**config.mk**
```make
export PLATFORM = sky130hd
export DESIGN_NAME = ha_serial_add_arb
export DESIGN_NICKNAME = d
export VERILOG_FILES = /design/src/rtl/ha_serial_add_arb.sv
export SDC_FILE = /design/constraint.sdc
export NUM_CORES = 1
export LEC_CHECK = 0
export BUFFER_PORTS_ARGS = -buffer_cell sky130_fd_sc_hd__buf_4
export CAP_MARGIN = 10
export CORE_MARGIN = 1
export CORE_UTILIZATION = 30
export DETAILED_ROUTE_END_ITERATION = 10
export PLACE_DENSITY = 0.59
export SLEW_MARGIN = 20
export SYNTH_ARGS = -nofsm -noshare
export SYNTH_HDL_FRONTEND = slang
export SYNTH_SLANG_ARGS = --single-unit
```
**constraint.sdc**
```tcl
create_clock -name clk -period 1.24 [get_ports clk]
set_input_delay 0.31 -clock clk [delete_from_list [all_inputs] [get_ports clk]]
set_output_delay 0.31 -clock clk [all_outputs]
set_load 0.01 [all_outputs]
```
**src/rtl/ha_serial_add_arb.sv**
```systemverilog
// ha_serial_add_arb
// Round-robin scheduler in front of one bit-serial full-adder cell (two half
// adders plus an OR). A granted requester's operands are latched, added
// LSB-first one bit per clock, and the result is presented with a one-cycle
// done pulse.
//
// Handshake: req is a level request. A requester is granted on the edge where
// the block is IDLE and its req bit is sampled high. Its operands are sampled
// only on that grant edge. It must drop req on the edge after it sees
// done=1 with its own done_id. A req still held then is taken as a new request.
module ha_serial_add_arb #(
  parameter int WIDTH = 4
) (
  input  logic             clk,
  input  logic             rst,
  input  logic [1:0]       req,
  input  logic [WIDTH-1:0] a0,
  input  logic [WIDTH-1:0] b0,
  input  logic [WIDTH-1:0] a1,
  input  logic [WIDTH-1:0] b1,
  output logic [1:0]       gnt,
  output logic             busy,
  output logic [WIDTH-1:0] sum,
  output logic             cout,
  output logic             done,
  output logic             done_id
);

  typedef enum logic [1:0] {
    S_IDLE = 2'd0,
    S_ADD  = 2'd1,
    S_DONE = 2'd2
  } state_t;

  localparam logic [4:0] LAST_IDX = 5'(WIDTH - 1);

  state_t           state;
  state_t           state_next;
  logic             last_id;
  logic [WIDTH-1:0] a_sr;
  logic [WIDTH-1:0] b_sr;
  logic             carry;
  logic [4:0]       idx;

  logic             grant;
  logic             grant_id;
  logic             last_bit;

  // Bit-serial full adder: two half adders chained, carries ORed.
  logic ha1_s, ha1_c, ha2_s, ha2_c, s_bit, c_next;
  assign ha1_s  = a_sr[0] ^ b_sr[0];
  assign ha1_c  = a_sr[0] & b_sr[0];
  assign ha2_s  = ha1_s ^ carry;
  assign ha2_c  = ha1_s & carry;
  assign s_bit  = ha2_s;
  assign c_next = ha1_c | ha2_c;

  // State register.
  always_ff @(posedge clk) begin
    if (rst) state <= S_IDLE;
    else     state <= state_next;
  end

  // Next state and round-robin winner selection.
  always_comb begin
    state_next = state;
    grant      = 1'b0;
    grant_id   = 1'b0;
    last_bit   = (idx == LAST_IDX);
    unique case (req)
      2'b01:   grant_id = 1'b0;
      2'b10:   grant_id = 1'b1;
      2'b11:   grant_id = ~last_id;
      default: grant_id = 1'b0;
    endcase
    unique case (state)
      S_IDLE: begin
        if (req != 2'b00) begin
          grant      = 1'b1;
          state_next = S_ADD;
        end
      end
      S_ADD: begin
        if (last_bit) state_next = S_DONE;
      end
      S_DONE:  state_next = S_IDLE;
      default: state_next = S_IDLE;
    endcase
  end

  // Operand latch, serial shift/accumulate and grant bookkeeping.
  always_ff @(posedge clk) begin
    if (rst) begin
      last_id <= 1'b1;
      a_sr    <= '0;
      b_sr    <= '0;
      carry   <= 1'b0;
      idx     <= '0;
      sum     <= '0;
      cout    <= 1'b0;
      gnt     <= 2'b00;
    end else begin
      unique case (state)
        S_IDLE: begin
          if (grant) begin
            a_sr    <= grant_id ? a1 : a0;
            b_sr    <= grant_id ? b1 : b0;
            carry   <= 1'b0;
            sum     <= '0;
            idx     <= '0;
            gnt     <= grant_id ? 2'b10 : 2'b01;
            last_id <= grant_id;
          end
        end
        S_ADD: begin
          // The new sum bit enters at the MSB so after WIDTH shifts bit 0 of
          // the operands lands in sum[0].
          sum   <= (sum >> 1) | (WIDTH'(s_bit) << (WIDTH - 1));
          a_sr  <= a_sr >> 1;
          b_sr  <= b_sr >> 1;
          carry <= c_next;
          idx   <= idx + 5'd1;
          if (last_bit) cout <= c_next;
        end
        S_DONE: begin
          gnt <= 2'b00;
        end
        default: gnt <= 2'b00;
      endcase
    end
  end

  assign busy    = (state != S_IDLE);
  assign done    = (state == S_DONE);
  assign done_id = done & last_id;

endmodule

```
Word level (Yosys, flattened, before mapping)
Index checks and enable logic that the tools add are counted.

Add/subtract/negate cells: 1. Equality and inequality tests: 8. Muxes and demuxes: 21. Bitwise gates (word level): 9. Reduce and logical (&&, ||, !) cells: 9.

Operators with widths (count): $pmux W4 S2 (3); $mux W4 (5); $pmux W5 S2 (1); $reduce_and A2 Y1 (5); $mux W2 (4); $pmux W2 S2 (2); $eq A2 B2 Y1 const B (3); $ne A2 B2 Y1 const B (3); $reduce_bool A2 Y1 (3); $add A5 B1 Y5 const B (1); $eq A5 B2 Y1 const B (1); $mux W5 (1); $or A3 B4 Y4 (1); $pmux W1 S2 (2); $and A1 B1 Y1 (3); $mux W1 (3); $eq A2 B1 Y1 const B (1); $logic_not A2 Y1 (1); $not A1 Y1 (2); $xor A1 B1 Y1 (2); $or A1 B1 Y1 (1).

Register bits: 24.

Longest topological paths before layout
Gate-level depths: netlist of the first run.

Word-level depth: 5. Gate-level depth with buffers: 5. Mapped depth without buffers: 4.

Worst setup path before layout of the first run
Ideal clock, no wire load.

Kind: register -> output. From: reg state[1]. To: out done_id. Data arrival time: 1069 ps. Slack: -139 ps. Stages on the path, launching flop included: 4. Cells stage by stage: dfxtp_1 -> clkbuf_1 -> nor2b_1 -> and2_1.

Longest elaborated chain between the ends: 2.

RTL lines: start: declaration (RTL line 37) `state_t state;`; start signal: assignment (RTL line 61) `else state <= state_next;`; $eq A2 B2 Y1 (RTL line 134) `assign done = (state == S_DONE);`; named net done (RTL line 25) `output logic done,`; $and A1 B1 Y1 (RTL line 135) `assign done_id = done & last_id;`; end: declaration (RTL line 26) `output logic done_id`.

The timed path passes the listed nets, and every way through them passes these cells.

Final worst setup path of the first run
From: reg state[0]. To: out done_id.

Longest elaborated chain between the ends: 2.

RTL lines (RTL line): $eq A2 B2 Y1 (134); $and A1 B1 Y1 (135).

No other way between the ends.

==> results of run 1 <==
-- Yosys cell counts, types with 4 or more instances --
master    count  area share (%)
mux2i_1       6             4.9
o21ai_0      12             4.9
a21oi_1      11             4.5
nand2b_1      4             2.1
inv_1         7             2.2
o22ai_1       6             3.1
and2_1        7             3.6
and3b_1       6             4.3
clkbuf_1      5             1.5
nand2_1       5             1.5
a211oi_1      6             3.7
dfxtp_1      24              39
buf_2         5             2.1
-- worst paths after layout --
kind,from,end,slack [ns],cells past startpoint
min,a0[3],a_sr[3]$_SDFFE_PP0P_,0.31,3
min reg2reg,sum[1]$_SDFFE_PP0P_,sum[0]$_SDFFE_PP0P_,0.47,2
max,state[0]$_SDFFE_PP0P_,done_id,-0.18,4
max reg2reg,state[0]$_SDFFE_PP0P_,a_sr[2]$_SDFFE_PP0P_,-0.09,5
-- layout make-up --
type / instances / area [µm²] / area share, %
repair buffers: 61 / 480 / 25.7
clock buffers: 3 / 41.3 / 2.21
multi-input cells: 97 / 739 / 39.6
clock inverters: 1 / 30.0 / 1.61
well taps: 48 / 60.1 / 3.21
inverters: 7 / 26.3 / 1.41
flip-flops and latches: 24 / 492 / 26.3
-- registers in the layout (all words and copies together) (netlist names) --
register,cells
carry,1
idx,5
state,2
a_sr,4
b_sr,4
gnt,2
cout,1
last_id,1
sum,4
-- routing by layer --
layer	GRT usage (%)	vias up	share of wire, %	wire, µm
met2	29.7	14	50	1650
met3	2.26	5	2.0	65
met1	18.9	590	46	1490
li1	-	615	-	-
met4	8.42	0	1.9	63
met5	0	-	0	0
-- timing repair --
| item | in CTS | in global routing |
|---|---|---|
| resized for setup | 28 | 10 |
| hold endpoints to repair | 0 | 0 |
| pin swaps | 10 | 5 |
| setup endpoints to repair | 22 | 23 |
| buffers inserted | 3 | 2 |
-- power groups by stage --
stage	Combinational, mW	Sequential, mW	Clock, mW
floorplan	0.138	0.848	0
global placement	0.281	0.850	0
finish	0.324	0.835	0.716
detailed placement	0.287	0.852	0
CTS	0.321	0.835	0.710
global route	0.350	0.840	0.742
-- tightest hold or removal path: stages --
cell and delay (ns):
buf_4 0.08, o21ai_0 0.07, o21ai_1 0.10
-- logic make-up (layout without fill, tap and decap cells) --
kind of cell             count (synthesis)  in the layout  synth area share, %
buffers and inverters                   18             72                 6.68
multiplexers                             6              6                 4.93
flip-flops                              24             24                 39.5
adder cells (fa/ha/maj)                  2              2                 2.67
AO/OA/AOI/OAI                           49             49                 25.1
AND/OR/NAND/NOR                         40             40                 21.2
==> results.ini, run 1 <==
[status]
status=finished, violations left
violations=setup timing

[placement]
placedCellCount=232
pre_cts_ws_ns=-0.0911
io_buffers=29
post_dp_cell_area_um2=1650
hpwlAfterDp_um=2390
globalplace.congestion=0.728

[sta]
worstMarginPinSlew_ns=0.511
min_period_over_period_pct=115
grt_setup_unrepaired=yes
max_freq_mhz=703
slew_violations=0
fin_tns_setup_ns=-1.08
holdWs_ns=0.313
skew_ns=0.00232
setup_violations=19
relSlewSlack_pct=65.7
hold_viol=0
timing.final.ws_setup_ns=-0.183
min_period_ns=1.42

[clock_network]
cts_buffers=3
clk_latency_ns=0.28
htreeDepth=1
tritoncts=yes
root_buffer=clkbuf_8
clk_pin_slew_ns=0.09
holdBufCountCts=0
cts.sinks=24
clockBufferDepth=2

[floorplan]
start_util_pct=32.3
die_area_um2=4320
rows=22
die_h_um=65.7
dieWidth_um=65.7
pin_count=30
core_um2=3770

[synthesis]
ys_dominant_reg_cell=dfxtp_1
synth_area_um2=1220
synthCells=139
ys_types=34
avgSynthCellArea_um2=8.76
synth_seq_area_share_pct=39.5
syn-num-nets=161
ys_async_sr_fraction_pct=0
synth_edf_count=0
synth_seq_cells=24
ys_warn_count=0

[critical_path]
critPathCaptureType=output port
crit_family=flip-flops
path_max_fanout=3
crit_slowest_cell=dfxtp_4
path_cells=buf_6 -> nor2b_4 -> and2_4 -> buf_6
critPathKind=flop to output port
crit_path_start_kind=flop
critPathArrivalTime_ns=1.11
cp_common_cell=buf_6
cp.required_ns=0.93
slowest_delay_ns=0.36
path_buf_inv=2

[power_and_ir_drop]
seqPwrFrac_pct=44.5
p_int_mw=1.42
pwr-share-clk_pct=38.2
total_power_mw=1.88
ir_drop_uv=478
p_leak_nw=0.779
combPwrFrac_pct=17.3
powerDensity_nw_per_um2=1000
netSwitchingFraction_pct=24.4
netSwitchingPower_uw=457

[grt]
grt_max_degree=16
grt_overflow=0
antenna_found_initial=0
grt_pass1_vias=1202
grt_pass1_wl_um=5410
grtUsageTotal_pct=16.6

[final_layout]
antenna_cells=0
finalNonFillerCells=241
final_nets=216
layout.cells.most_common_list=55 x buf_4, 19 x dfxtp_1, 11 x a21oi_1
final_common_cell=buf_4
nFillCells=343
postLayoutCoreUtil_pct=49.6
area_growth_pct=53.5
finalInstanceArea_um2=1870
drive_gt1_share_pct=44.0

[worst_hold_path]
hp-class=input port to flop

[route]
wl_per_cell_um=13.6
totalWireLength_um=3280
detail_route.first_pass.iterations=4
ant_nets=0
num_vias=1224
vias_per_cell=5.08
drt_iter0_markers=15
drc=0

[run]
max_cap_viol_count=0

No activity file was read; power rests on OpenSTA's default activity.
==> run 2: changes to the inputs <==
--- a/config.mk
+++ b/config.mk
@@ -9,8 +9,9 @@
 export CAP_MARGIN = 10
 export CORE_MARGIN = 1
 export CORE_UTILIZATION = 30
+export CTS_CLUSTER_DIAMETER = 200
 export DETAILED_ROUTE_END_ITERATION = 10
-export PLACE_DENSITY = 0.59
+export PLACE_DENSITY_LB_ADDON = 0.3
 export SLEW_MARGIN = 20
 export SYNTH_ARGS = -nofsm -noshare
 export SYNTH_HDL_FRONTEND = slang
==> results.ini, run 2 (synthesis gave the netlist of run 1 again) <==
[status]
status=finished, violations left
violations=setup timing

[critical_path]
critPathArrivalTime_ns=1.09
critPathCaptureType=output port
path_cells=buf_6 -> nor2b_4 -> and2_4 -> buf_6
crit_path_start_kind=flop
crit_slowest_cell=dfxtp_2
cp_common_cell=buf_6
path_max_fanout=3
cp.required_ns=0.93
slowest_delay_ns=0.36
critPathKind=flop to output port

[clock_network]
tritoncts=yes
clk_latency_ns=0.26
clockBufferDepth=2
clk_pin_slew_ns=0.09
cts_buffers=3
htreeDepth=1
cts.sinks=24
root_buffer=clkbuf_8

[grt]
grt_pass1_wl_um=6000
grt_pass1_vias=1286
grt_overflow=0
antenna_found_initial=0
grtUsageTotal_pct=18.1
grt_max_degree=15

[sta]
fin_tns_setup_ns=-2.30
min_period_ns=1.40
min_period_over_period_pct=113
hold_viol=0
relSlewSlack_pct=78.7
max_freq_mhz=713
worstMarginPinSlew_ns=0.318
holdWs_ns=0.317
slew_violations=0
skew_ns=0.00607
grt_setup_unrepaired=yes
setup_violations=22
timing.final.ws_setup_ns=-0.162

[placement]
io_buffers=29
globalplace.congestion=0.777
hpwlAfterDp_um=2450
pre_cts_ws_ns=-0.104

[final_layout]
area_growth_pct=61.5
drive_gt1_share_pct=47.2
regMostFlops=idx
nFillCells=335
layout.cells.most_common_list=54 x buf_4, 19 x dfxtp_1, 11 x o21ai_0, 11 x buf_6, 10 x a21oi_1
antenna_cells=0
largest_register_ffs=5
final_nets=222
multi_input_area_um2=744
regArea_um2=487
final_common_cell=buf_4

[power_and_ir_drop]
ir_drop_uv=564
p_leak_nw=0.827
powerDensity_nw_per_um2=958
total_power_mw=1.88

[run]
max_cap_viol_count=0

[route]
totalWireLength_um=3630
drc=0
ant_nets=0
vias_per_cell=5.13
num_vias=1268
wl_per_cell_um=14.7
detail_route.first_pass.iterations=4
drt_iter0_markers=43

[floorplan]
die_h_um=65.7
pin_count=30
dieWidth_um=65.7
start_util_pct=32.3
die_area_um2=4320
rows=22
core_um2=3770

[worst_hold_path]
hp-class=input port to flop

-- run 2: cell types whose count changed in the layout (fill, tap and decap cells not counted), sizes merged --
cell / change
buf: +6
-- run 2: layer usage --
metal / GRT usage [%] / wire, µm / vias up
li1: - / - / 629
met1: 22.3 / 1600 / 607
met2: 33.5 / 1920 / 28
met3: 1.56 / 94 / 4
met4: 4.08 / 23 / 0
met5: 0 / 0 / -
-- run 2: final timing paths --
| check | startpoint | endpoint | slack (ns) | cells past startpoint |
|---|---|---|---|---|
| max | state[0]$_SDFFE_PP0P_ | done_id | -0.16 | 4 |
| min | rst | state[0]$_SDFFE_PP0P_ | 0.32 | 2 |
| max reg2reg | state[0]$_SDFFE_PP0P_ | idx[3]$_SDFFE_PP0P_ | -0.14 | 6 |
| min reg2reg | sum[0]$_SDFFE_PP0P_ | sum[0]$_SDFFE_PP0P_ | 0.48 | 2 |
-- run 2: repair_timing --
item | 4_1_cts | 5_1_grt
hold buffers | 0 | 0
setup endpoints to repair | 12 | 24
hold endpoints to repair | 0 | 0
gates resized for setup | 30 | 8
cloned | 1 | 0
pin swaps | 8 | 5
setup buffers | 10 | 4
-- run 2: report_power, final --
| part | leakage, nW | switching [mW] | internal, mW | total [mW] |
|---|---|---|---|---|
| logic | 0.594 | 0.153 | 0.203 | 0.357 |
| registers | 0.198 | 0.0293 | 0.809 | 0.838 |
| clock network | 0.0357 | 0.257 | 0.431 | 0.688 |
| total | 0.827 | 0.440 | 1.44 | 1.88 |
-- run 2: area by class of cell --
class,count,share of cell area [%]
Clock inverter,1,1.53
Multi-Input combinational cell,97,37.9
Sequential cell,24,24.8
Timing Repair Buffer,67,29.3
Tap cell,48,3.06
Clock buffer,3,2.10
Inverter,7,1.34
-- run 2: metrics by stage --
| stage | instances | utilization [%] | instance area [µm²] |
|---|---|---|---|
| floorplan | 139 | - | 1230 |
| global placement | 229 | 43.5 | 1640 |
| detailed placement | 229 | 43.5 | 1640 |
| CTS | 243 | 50.7 | 1910 |
| global route | 247 | 52.1 | 1970 |
| finish | 247 | 52.1 | 1970 |
-- run 2: critical path, delay by kind of cell, from the launching register on --
family / cells / cell delay, ns
and+or+nand+nor: 2 / 0.25
buffers and inverters: 2 / 0.21
DFF: 1 / 0.36
==> run 3: changes to the inputs <==
--- a/config.mk
+++ b/config.mk
@@ -7,8 +7,8 @@
 export LEC_CHECK = 0
 export BUFFER_PORTS_ARGS = -buffer_cell sky130_fd_sc_hd__buf_4
 export CAP_MARGIN = 10
-export CORE_MARGIN = 1
-export CORE_UTILIZATION = 30
+export CORE_MARGIN = 3
+export CORE_UTILIZATION = 47
 export CTS_CLUSTER_DIAMETER = 200
 export DETAILED_ROUTE_END_ITERATION = 10
 export PLACE_DENSITY_LB_ADDON = 0.3
==> results.ini, run 3 (synthesis gave the netlist of run 1 again) <==
[status]
status=finished, violations left
violations=setup timing

[run]
max_cap_viol_count=0

[sta]
grt_setup_unrepaired=yes
slew_violations=0
min_period_over_period_pct=121
fin_tns_setup_ns=-1.72
timing.final.ws_setup_ns=-0.254
relSlewSlack_pct=72.3
max_freq_mhz=669
skew_ns=0.00972
min_period_ns=1.49
setup_violations=21
worstMarginPinSlew_ns=0.414
hold_viol=0

[power_and_ir_drop]
powerDensity_nw_per_um2=823
ir_drop_uv=814
p_leak_nw=0.796

[placement]
hpwlAfterDp_um=2320
io_buffers=29
post_dp_cell_area_um2=1610
globalplace.congestion=0.835

[critical_path]
cp_common_cell=buf_6
path_buf_inv=2
path_cells=buf_6 -> nor2b_4 -> and2_4 -> buf_6
cp.required_ns=0.93
critPathArrivalTime_ns=1.18
crit_slowest_cell=dfxtp_4
crit_path_start_kind=flop
slowest_delay_ns=0.39
path_max_fanout=4
critPathKind=flop to output port
critPathCaptureType=output port
crit_family=flip-flops

[floorplan]
dieWidth_um=56.9
core_um2=2340
die_h_um=56.9
rows=17
die_area_um2=3240
start_util_pct=52.0
pin_count=30

[route]
wl_per_cell_um=18.1
vias_per_cell=6.04
drt_iter0_markers=73
detail_route.first_pass.iterations=4
num_vias=1358
totalWireLength_um=4080
drc=0
ant_nets=0

[grt]
grt_pass1_wl_um=5930
grt_overflow=0
grt_max_degree=14
antenna_found_initial=0
grt_pass1_vias=1337
grtUsageTotal_pct=23.0

[clock_network]
clk_pin_slew_ns=0.13
clk_latency_ns=0.33
tritoncts=yes
cts.sinks=24
clockBufferDepth=2
cts_buffers=3
htreeDepth=1
holdBufCountCts=0
root_buffer=clkbuf_4

[final_layout]
antenna_cells=0
regMostFlops=idx
drive_gt1_share_pct=52.3
largest_register_ffs=5
area_growth_pct=56.0
final_nets=221
final_common_cell=buf_4
finalInstanceArea_um2=1900
layout.cells.most_common_list=56 x buf_4, 18 x dfxtp_1, 9 x buf_6

[worst_hold_path]
hp-class=input port to flop

run 3: cell count changes in the layout (fill, tap and decap cells not counted), sizes merged:
cell    delta
buf        -1
bufinv     -1
run 3: area by class of cell:
| class | instances | area (µm²) |
|---|---|---|
| clock buffer | 3 | 22.5 |
| fill | 141 | 440 |
| inverter | 7 | 26.3 |
| multi-input combinational | 97 | 796 |
| sequential | 24 | 493 |
| tap | 28 | 35.0 |
| timing repair buffer | 66 | 527 |
run 3: what timing repair did:
item,in CTS,in global routing
resized for setup,31,25
buffers inserted,7,5
gates cloned,1,0
setup endpoints to repair,23,24
pin swaps,7,18
run 3: routing by layer:
metal | vias to the layer above | part of all wire [%] | GRT usage (%)
li1 | 629 | - | -
met1 | 662 | 39 | 27.1
met2 | 59 | 53 | 42.4
met3 | 8 | 6.1 | 6.21
met4 | 0 | 1.8 | 2.65
met5 | - | 0 | 0
run 3: power by group:
group,switching (mW),internal (mW)
clock,0.240,0.114
sequential,0.0299,0.807
combinational,0.168,0.204
run 3: final timing paths:
kind	start	end	slack [ns]	cells after the start
worst min register to register	sum[3]$_SDFFE_PP0P_	sum[3]$_SDFFE_PP0P_	0.50	2
worst max-delay path	state[0]$_SDFFE_PP0P_	done_id	-0.25	4
worst max register to register	state[0]$_SDFFE_PP0P_	a_sr[0]$_SDFFE_PP0P_	-0.10	5
worst min-delay path	rst	carry$_SDFFE_PP0P_	0.20	2
run 3: metrics by stage:
stage	hold slack, ns	power [mW]	util (%)	cells	setup slack (ns)
2_1_floorplan	0.450	0.986	-	139	0.00973
3_3_place_gp	0.453	1.13	68.8	210	-0.0870
3_5_place_dp	0.461	1.14	68.8	210	-0.151
4_1_cts	0.203	1.51	76.4	221	-0.234
5_1_grt	0.202	1.63	81.2	225	-0.283
6_report	0.198	1.56	81.2	225	-0.254
